===== config.mk =====
export PLATFORM = sky130hd
export DESIGN_NAME = adc_emulator
export DESIGN_NICKNAME = d
export VERILOG_FILES = /design/src/rtl/adc_emulator.sv
export SDC_FILE = /design/constraint.sdc
export NUM_CORES = 1
export LEC_CHECK = 0
export ABC_AREA = 1
export CORE_ASPECT_RATIO = 1.75
export CORE_MARGIN = 2
export CORE_UTILIZATION = 45
export DETAILED_ROUTE_END_ITERATION = 8
export PLACE_DENSITY = 0.67
export SKIP_CTS_REPAIR_TIMING = 1
export SKIP_LAST_GASP = 1
export SLEW_MARGIN = 20
export SYNTH_ARGS = -nofsm -noshare
export SYNTH_HDL_FRONTEND = slang
export SYNTH_SLANG_ARGS = --single-unit
export TNS_END_PERCENT = 20

===== constraint.sdc =====
create_clock -name clk -period 2.41 [get_ports clk]
set_input_delay 0.482 -clock clk [delete_from_list [all_inputs] [get_ports clk]]
set_output_delay 0.482 -clock clk [all_outputs]
set_load 0.01 [all_outputs]

===== src/rtl/adc_emulator.sv =====
// adc_emulator: responder end of the adc_controller serial link. Stands in
// for the camera's serial ADC so the imager datapath can be exercised with
// known pixel values.
//
// Each frame starts on a cs_n fall, which latches one sample from the
// pattern source. The frame is presented MSB first on sdata: LEAD_ZEROS
// zeros, then DATA_BITS of sample, then trailing zeros, for FRAME_BITS bits
// in total. A new bit is driven on every sclk fall, so the controller can
// read it on the following sclk rise.
//
// Ports:
//   clk, reset        system clock; synchronous active-high reset
//   sclk, cs_n        serial clock and active-low select from the controller
//                     (asynchronous to clk, synchronized here)
//   mode              pattern select: 0/3 incrementing, 1 constant,
//                     2 checkerboard
//   const_value       constant / checkerboard seed
//   sdata             serial data out, MSB first
//   busy              high while a frame is open
//   conversion_done   one-clk pulse when a frame completes
//   frame_error       one-clk pulse when a frame is aborted early
//   conversion_count  number of completed frames (wraps)
//   last_sample       data field of the last completed frame
module adc_emulator #(
  parameter int FRAME_BITS  = 16,
  parameter int LEAD_ZEROS  = 4,
  parameter int DATA_BITS   = 8,
  parameter int SYNC_STAGES = 2
) (
  input  logic                 clk,
  input  logic                 reset,
  input  logic                 sclk,
  input  logic                 cs_n,
  input  logic [1:0]           mode,
  input  logic [DATA_BITS-1:0] const_value,
  output logic                 sdata,
  output logic                 busy,
  output logic                 conversion_done,
  output logic                 frame_error,
  output logic [15:0]          conversion_count,
  output logic [DATA_BITS-1:0] last_sample
);

  localparam int TRAIL = FRAME_BITS - LEAD_ZEROS - DATA_BITS;
  localparam int CNT_W = $clog2(FRAME_BITS + 1);

  typedef enum logic [1:0] {
    S_IDLE,
    S_SHIFT,
    S_DONE
  } state_t;

  // Pattern source: mode 2 alternates the seed and its complement on
  // successive completed frames; modes 0 and 3 both use the counter.
  function automatic logic [DATA_BITS-1:0] pick_sample(
    input logic [1:0]           m,
    input logic [DATA_BITS-1:0] cv,
    input logic [DATA_BITS-1:0] pat,
    input logic                 ph
  );
    logic [DATA_BITS-1:0] s;
    case (m)
      2'd1:    s = cv;
      2'd2:    s = ph ? ~cv : cv;
      default: s = pat;
    endcase
    return s;
  endfunction

  // Input synchronizers and edge-detect history
  logic [SYNC_STAGES-1:0] sclk_sync_q;
  logic [SYNC_STAGES-1:0] cs_sync_q;
  logic                   sclk_prev_q;
  logic                   cs_prev_q;

  // Frame state
  state_t                 state_q, state_d;
  logic [FRAME_BITS-1:0]  shift_q, shift_d;
  logic [CNT_W-1:0]       rise_cnt_q, rise_cnt_d;
  logic [DATA_BITS-1:0]   sample_q, sample_d;

  // Pattern state and registered outputs
  logic [DATA_BITS-1:0]   pat_q, pat_d;
  logic                   phase_q, phase_d;
  logic                   sdata_q, sdata_d;
  logic                   busy_q, busy_d;
  logic                   done_q, done_d;
  logic                   err_q, err_d;
  logic [15:0]            count_q, count_d;
  logic [DATA_BITS-1:0]   last_q, last_d;

  logic                   sclk_s, cs_s;
  logic                   sclk_rise, sclk_fall, cs_rise, cs_fall;
  logic [DATA_BITS-1:0]   sample_sel;
  logic [FRAME_BITS-1:0]  load_word;

  assign sclk_s    = sclk_sync_q[SYNC_STAGES-1];
  assign cs_s      = cs_sync_q[SYNC_STAGES-1];
  assign sclk_rise = sclk_s & ~sclk_prev_q;
  assign sclk_fall = ~sclk_s & sclk_prev_q;
  assign cs_rise   = cs_s & ~cs_prev_q;
  assign cs_fall   = ~cs_s & cs_prev_q;

  assign sample_sel = pick_sample(mode, const_value, pat_q, phase_q);
  // Widening leaves LEAD_ZEROS zeros above the sample; the shift appends
  // the trailing zeros.
  assign load_word  = FRAME_BITS'(sample_sel) << TRAIL;

  always_comb begin
    state_d    = state_q;
    shift_d    = shift_q;
    rise_cnt_d = rise_cnt_q;
    sample_d   = sample_q;
    pat_d      = pat_q;
    phase_d    = phase_q;
    sdata_d    = sdata_q;
    busy_d     = busy_q;
    done_d     = 1'b0;
    err_d      = 1'b0;
    count_d    = count_q;
    last_d     = last_q;

    case (state_q)
      S_IDLE: begin
        sdata_d = 1'b0;
        busy_d  = 1'b0;
        if (cs_fall) begin
          shift_d    = load_word;
          sample_d   = sample_sel;
          rise_cnt_d = '0;
          sdata_d    = load_word[FRAME_BITS-1];
          busy_d     = 1'b1;
          state_d    = S_SHIFT;
        end
      end

      S_SHIFT: begin
        // A cs_n edge wins over any sclk edge seen in the same clk.
        if (cs_rise) begin
          sdata_d = 1'b0;
          busy_d  = 1'b0;
          err_d   = 1'b1;
          state_d = S_IDLE;
        end else if (sclk_fall) begin
          // Zero fill means bits beyond the frame come out as 0.
          shift_d = shift_q << 1;
          sdata_d = shift_d[FRAME_BITS-1];
        end else if (sclk_rise) begin
          rise_cnt_d = rise_cnt_q + 1'b1;
          if (rise_cnt_q == CNT_W'(FRAME_BITS - 1)) begin
            sdata_d = 1'b0;
            done_d  = 1'b1;
            count_d = count_q + 16'd1;
            last_d  = sample_q;
            pat_d   = pat_q + 1'b1;
            phase_d = ~phase_q;
            state_d = S_DONE;
          end
        end
      end

      S_DONE: begin
        sdata_d = 1'b0;
        if (cs_rise) begin
          busy_d  = 1'b0;
          state_d = S_IDLE;
        end
      end

      default: begin
        sdata_d = 1'b0;
        busy_d  = 1'b0;
        state_d = S_IDLE;
      end
    endcase
  end

  always_ff @(posedge clk) begin
    if (reset) begin
      // Synchronizers start at the idle line levels so leaving reset
      // never looks like an edge.
      sclk_sync_q <= '0;
      cs_sync_q   <= '1;
      sclk_prev_q <= 1'b0;
      cs_prev_q   <= 1'b1;
      state_q     <= S_IDLE;
      shift_q     <= '0;
      rise_cnt_q  <= '0;
      sample_q    <= '0;
      pat_q       <= '0;
      phase_q     <= 1'b0;
      sdata_q     <= 1'b0;
      busy_q      <= 1'b0;
      done_q      <= 1'b0;
      err_q       <= 1'b0;
      count_q     <= '0;
      last_q      <= '0;
    end else begin
      sclk_sync_q[0] <= sclk;
      cs_sync_q[0]   <= cs_n;
      for (int i = 1; i < SYNC_STAGES; i++) begin
        sclk_sync_q[i] <= sclk_sync_q[i-1];
        cs_sync_q[i]   <= cs_sync_q[i-1];
      end
      sclk_prev_q <= sclk_s;
      cs_prev_q   <= cs_s;
      state_q     <= state_d;
      shift_q     <= shift_d;
      rise_cnt_q  <= rise_cnt_d;
      sample_q    <= sample_d;
      pat_q       <= pat_d;
      phase_q     <= phase_d;
      sdata_q     <= sdata_d;
      busy_q      <= busy_d;
      done_q      <= done_d;
      err_q       <= err_d;
      count_q     <= count_d;
      last_q      <= last_d;
    end
  end

  assign sdata            = sdata_q;
  assign busy             = busy_q;
  assign conversion_done  = done_q;
  assign frame_error      = err_q;
  assign conversion_count = count_q;
  assign last_sample      = last_q;

endmodule


==> metrics.txt, run 1 <==
outcome complete, no violations; Mapped Cells 496; Fmax 481 MHz; Crit Path Class reg -> reg; vias in the first global route 3,064; Mapped Nets 521; Worst Hold Class reg -> reg; critical path's slowest cell dfxtp_1; Relative slew margins 71.2%; Final Total Pwr 3.61 mW; CTS tree built; hpwl dp 6140 µm; measured slew at the worst slew-check pin 0.432 ns; Clock Root Buffer clkbuf_16; Leak 1.73 nW; post-route setup TNS 0 ns; clock latency on the worst-skew pair 0.33 ns; Most used DFF post-synth dfxtp_1; Final Cycle Share 86.3%; hold_sp sclk_sync_q[0]$_SDFF_PP0_; Worst setup startpoint rise_cnt_q[0]$_SDFFE_PP0P_; pin count of the biggest net entering global routing 33; final WL 8150 µm; # clock sinks 69; Via Count 3,243; DRT iter0 DRCs 162; worst-case clock buffer depth 2; post-synth top area share 39.7%; largest area contributor in the netlist dfxtp_1; Total GRT Usage 20.7%; Final Hold Viols 0; worst reg2reg setup slack 0.33 ns; clk_skew 0.00928 ns; Power Density 852 nW/µm²; synth unique cells 35; CP Cell Sequence ha_1 -> inv_1 -> nor3_1 -> ha_1 -> nand3_2 -> nor2_8 -> nand2_2 -> nor2_4 -> nand2_1 -> nand2_1 -> nand2_1 -> nor2_1; CTS clk-pin slew, worst paths 0.05 ns; DIE AREA 8490 µm²; unrepaired setup endpoints after global routing no; CP endpoint kind flip-flop; layout cells sized above 1 8.13%; fraction of registers with async set/reset 0%; maximum VDD drop 0.641 mV; port buffer count 41; GRT overflow 0; Synth Warn # 0; DRC viols 0; most used cell, CP nand2_1; synth top area cells dfxtp_1 (40%), nand2_1 (11%), nor2_1 (7.9%); I/O pins 42; first-pass GRT wire length 13,900 µm; H-tree levels 3; Avg WL per Cell 13.0 µm; flops & latches, synth 69; Critical Path RT 2.68 ns; Placer Congestion 0.892; Final #Nets 562; Vert. Die Dim 120 µm; sequential cell area fraction in the yosys report 39.7%; maxcap violations 0; Syn-to-layout area delta 21.8%; die width 70.5 µm; CTS buffer count 9; fillers 762; Rows 42; crit path launch type flip-flop; routed vias/inst 5.16; number of synthesized flops with an enable pin 0; Cell Area, Synth 3480 µm²; Tmin final 2.08 ns; antenna cell count 0; DRT antenna net count 0; total core area 7510 µm²; Final Slew Violations 0; CP arrival 2.35 ns; initial antenna violation count 0; worst-path maximum fanout 17; count of final setup violators 0; CP peak stage delay 0.35 ns; Crit Reg-Reg Startpoint rise_cnt_q[0]$_SDFFE_PP0P_; initial core utilization 46.4%; synthesized area per cell 7.02 µm²; most common cell in the netlist nand2_1; drt first pass iters 5; Post-synth top cells nand2_1 (106), nor2_1 (73), dfxtp_1 (69)
[area by class of cell]
cell class	count	area [µm²]	area share, %
Multi-Input combinational cell	347	1750	41.4
Tap cell	88	110	2.60
Clock buffer	14	264	6.22
Timing Repair Buffer	49	470	11.1
Clock inverter	1	30.0	0.708
Sequential cell	69	1380	32.6
Inverter	61	231	5.46
[worst paths after layout]
kind	endpoint	cells past startpoint
setup / recovery	conversion_count[11]$_SDFFE_PP0P_	12
hold reg to reg	sclk_sync_q[1]$_SDFF_PP0_	2
setup reg to reg	conversion_count[11]$_SDFFE_PP0P_	12
hold / removal	sclk_sync_q[1]$_SDFF_PP0_	2
[per-stage QoR]
stage | cell area [µm²] | hold WS (ns) | setup WS (ns) | std cells | util [%]
after CTS | 4240 | 0.412 | 0.324 | 629 | 56.4
after floorplan | 3480 | 0.388 | 0.693 | 496 | -
after global placement | 3950 | 0.394 | 0.103 | 614 | 52.5
after global routing | 4240 | 0.437 | 0.0734 | 629 | 56.4
final | 4240 | 0.407 | 0.329 | 629 | 56.4
after detailed placement | 3950 | 0.399 | 0.106 | 614 | 52.5
[report_power, final]
part	switching, mW	internal (mW)
Sequential	0.0582	1.25
Combinational	0.666	0.335
Clock	0.452	0.852
[cells in the final DEF (no fill, tap or decap), types with 4 or more instances in the layout]
cell type	synthesis	routed
a21oi_1	51	51
a22oi_1	6	6
buf_4	2	8
clkbuf_16	0	9
clkdlybuf4s50_1	0	41
dfxtp_1	69	69
ha_1	11	11
inv_1	57	57
nand2_1	106	106
nand3_1	18	18
nand3_2	4	4
nand4_1	4	4
nor2_1	73	73
nor2_2	4	4
nor3_1	11	11
o21ai_0	31	31
o31ai_1	6	6
[per-layer routing]
| layer | GRT usage, % | vias up | routed length [µm] |
|---|---|---|---|
| met4 | 11.4 | 0 | 286 |
| met1 | 22.4 | 1485 | 3240 |
| met3 | 4.83 | 17 | 290 |
| li1 | - | 1677 | - |
| met5 | 0 | - | 0 |
| met2 | 36.6 | 64 | 4340 |
[sequential cells by signal (all words and copies together) (netlist names)]
register          flops
busy                  1
conversion_count     16
conversion_done       1
cs_prev_q             1
cs_sync_q             2
frame_error           1
last_sample           8
pat_q                 8
phase_q               1
rise_cnt_q            5
sample_q              8
sclk_prev_q           1
sclk_sync_q           2
sdata                 1
shift_q              11
state_q               2
[worst max-delay path: cells and delay by family (launching register included)]
| kind | cells | cell delay (ns) |
|---|---|---|
| flops | 1 | 0.35 |
| simple gates | 9 | 1.19 |
| fa+ha+maj | 2 | 0.41 |
| buf+inv | 1 | 0.06 |
[cells by family (layout without fill, tap and decap cells)]
group                      count (synthesis)  after routing  share of synthesized area (%)
buffers and inverters                     80            125                           9.99
adders and majority gates                 11             11                           3.95
xor gates and xnor gates                   1              1                          0.251
and+or+nand+nor                          231            231                           29.5
DFF                                       69             69                           39.7
AOI/OAI and AO/OA                        104            104                           16.7
Note: power is estimated with default switching activity, not from simulation.
==> run 2: changes to the inputs <==
- CTS_BUF_LIST: default -> sky130_fd_sc_hd__clkbuf_8
- HOLD_SLACK_MARGIN: default -> 0.12
- SETUP_SLACK_MARGIN: default -> 0.1
==> run 2 against run 1 <==
Against the previous run:
- die area is the same
- combinational power is essentially flat
- sequential power hardly changed
- non-clock buffer count up 4
- maximum frequency increased by 2.7%
- critical path depth decreased by 1
- cell area shrank 1.7%
- routed wire length rose by 1.3%
- sequential cell count is the same
- critical path type unchanged
- largest power group unchanged
- highest routed layer unchanged
==> metrics.txt, run 2 (same netlist as run 1, synthesis figures left out) <==
outcome complete, no violations; routed vias/inst 5.18 (+0.53%); Sw Share 35.2% (+2.6 points); CTS buffer count 9 (unchanged); Clock Power Share 28.8% (-7.3 points); Leak 1.72 nW (-0.67%); Syn-to-layout area delta 19.7%; vias in the first global route 3,053 (-0.36%); Design Area, Final 4170 µm² (-1.7%); total core area 7510 µm² (unchanged); total internal power 2.10 mW (-14%); post-route setup TNS 0 ns (unchanged); drt first pass iters 4 (-1); most frequent cells in the layout nand2_1 (106), nor2_1 (73), dfxtp_1 (69); clk_skew 0.0118 ns (+0.00250 ns); clock latency on the worst-skew pair 0.35 ns (+0.02 ns); fillers 766 (+0.52%); CTS clk-pin slew, worst paths 0.07 ns (+0.02 ns); Tmin final 2.03 ns (-0.0547 ns); Fmax 494 MHz (+2.7%); most common cell after layout, fill and taps aside nand2_1; CTS tree built; pin count of the biggest net entering global routing 33 (unchanged); Vert. Die Dim 120 µm (unchanged); antenna cell count 0 (unchanged); Final Slew Violations 0 (unchanged); DRT antenna net count 0 (unchanged); count of final setup violators 0 (unchanged); crit path buf inv count 2 (+1); Rows 42 (unchanged); Via Count 3,281 (+1.2%); Hold WS 0.409 ns (+0.00178 ns); layout cells sized above 1 8.81% (+0.67 points); max FFs per register 16 (unchanged); CP peak stage delay 0.35 ns (about the same); final WL 8260 µm (+1.3%); worst-case clock buffer depth 2 (unchanged); Comb power frac 30.9% (+3.2 points); Final #Nets 566 (+0.71%); Avg WL per Cell 13.0 µm (+0.67%); maxcap violations 0 (unchanged); Total GRT Usage 20.8% (+0.073 points); DRT iter0 DRCs 140 (-14%); Worst Hold Class reg -> reg; GRT overflow 0 (unchanged); CP Cell Sequence ha_1 -> inv_1 -> nor3_1 -> ha_1 -> nand3_2 -> inv_1 -> nand2_4 -> nor2_2 -> nand2_1 -> o21ai_1 -> nor2_1; DP Area 3950 µm² (unchanged); DIE AREA 8490 µm² (unchanged); H-tree levels 3 (unchanged); # clock sinks 69 (unchanged); Crit Path Class reg -> reg; cell family with most CP delay simple AND/OR/NAND/NOR gates; Placer Congestion 0.892 (unchanged); Relative slew margins 71.1% (-0.17 points); maximum VDD drop 0.525 mV (-18%); I/O pins 42 (unchanged); Final Cycle Share 84.1% (-2.3 points); CP endpoint kind flip-flop; worst-path maximum fanout 5 (-12); Clock Root Buffer clkbuf_8; NetSw 1.14 mW (-3.0%); first-pass GRT wire length 13,900 µm (+0.14%); critical path's slowest cell dfxtp_1; CP arrival 2.28 ns (-0.07 ns); Final Hold Viols 0 (unchanged); unrepaired setup endpoints after global routing no; measured slew at the worst slew-check pin 0.434 ns (+0.00256 ns); Finished Core Util 55.5% (-0.95 points); port buffer count 41 (unchanged); initial core utilization 46.4% (unchanged); hpwl dp 6140 µm (unchanged); Critical Path RT 2.66 ns (-0.02 ns); DRC viols 0 (unchanged); Flop pwr share 40.3% (+4.1 points); die width 70.5 µm (unchanged); crit path launch type flip-flop; initial antenna violation count 0 (unchanged); Power Density 777 nW/µm² (-8.7%)
run 2: per-layer routing:
metal / global-route usage, % / part of all wire (%) / vias up / wire length, µm
met4: 11.3 / 3.4 / 0 / 282
met1: 22.6 / 40 / 1498 / 3310
met2: 36.5 / 53 / 81 / 4340
li1: - / - / 1682 / -
met3: 5.08 / 3.9 / 20 / 323
met5: 0 / 0 / - / 0
run 2: path summary, 6_finish.rpt:
path | start | to | slack [ns] | cells past startpoint
worst max-delay path | rise_cnt_q[0]$_SDFFE_PP0P_ | conversion_count[8]$_SDFFE_PP0P_ | 0.38 | 11
worst min-delay path | sclk_sync_q[0]$_SDFF_PP0_ | sclk_sync_q[1]$_SDFF_PP0_ | 0.41 | 2
worst max register to register | rise_cnt_q[0]$_SDFFE_PP0P_ | conversion_count[8]$_SDFFE_PP0P_ | 0.38 | 11
worst min register to register | sclk_sync_q[0]$_SDFF_PP0_ | sclk_sync_q[1]$_SDFF_PP0_ | 0.41 | 2
run 2: power by group through the flow:
| stage | clock (mW) | combinational [mW] | sequential [mW] |
|---|---|---|---|
| global route | 1.02 | 1.13 | 1.32 |
| finish | 0.934 | 1.00 | 1.31 |
| detailed placement | 0 | 1.00 | 1.33 |
| CTS | 0.958 | 1.01 | 1.31 |
| floorplan | 0 | 0.835 | 1.32 |
| global placement | 0 | 0.986 | 1.33 |
run 2: tightest hold or removal path: cells and delay by family, from the launching register on:
family                 cells  cell delay (ns)
and+or+nand+nor            1             0.03
buffers and inverters      1             0.04
DFF                        1             0.29
run 2: per-stage QoR:
| stage | setup WS, ns | total power [mW] | instances |
|---|---|---|---|
| 2_1_floorplan | 0.693 | 2.15 | 496 |
| 3_3_place_gp | 0.103 | 2.31 | 614 |
| 3_5_place_dp | 0.106 | 2.34 | 614 |
| 4_1_cts | 0.321 | 3.27 | 629 |
| 5_1_grt | 0.162 | 3.47 | 633 |
| 6_report | 0.384 | 3.24 | 633 |
run 2: final cells by class:
cell class	count	area, µm²	share of cell area [%]
Tap cell	88	110	2.64
Clock inverter	4	41.3	0.990
Sequential cell	69	1380	33.1
Timing Repair Buffer	53	500	12.0
Inverter	61	231	5.55
Clock buffer	11	151	3.63
Multi-Input combinational cell	347	1750	42.1
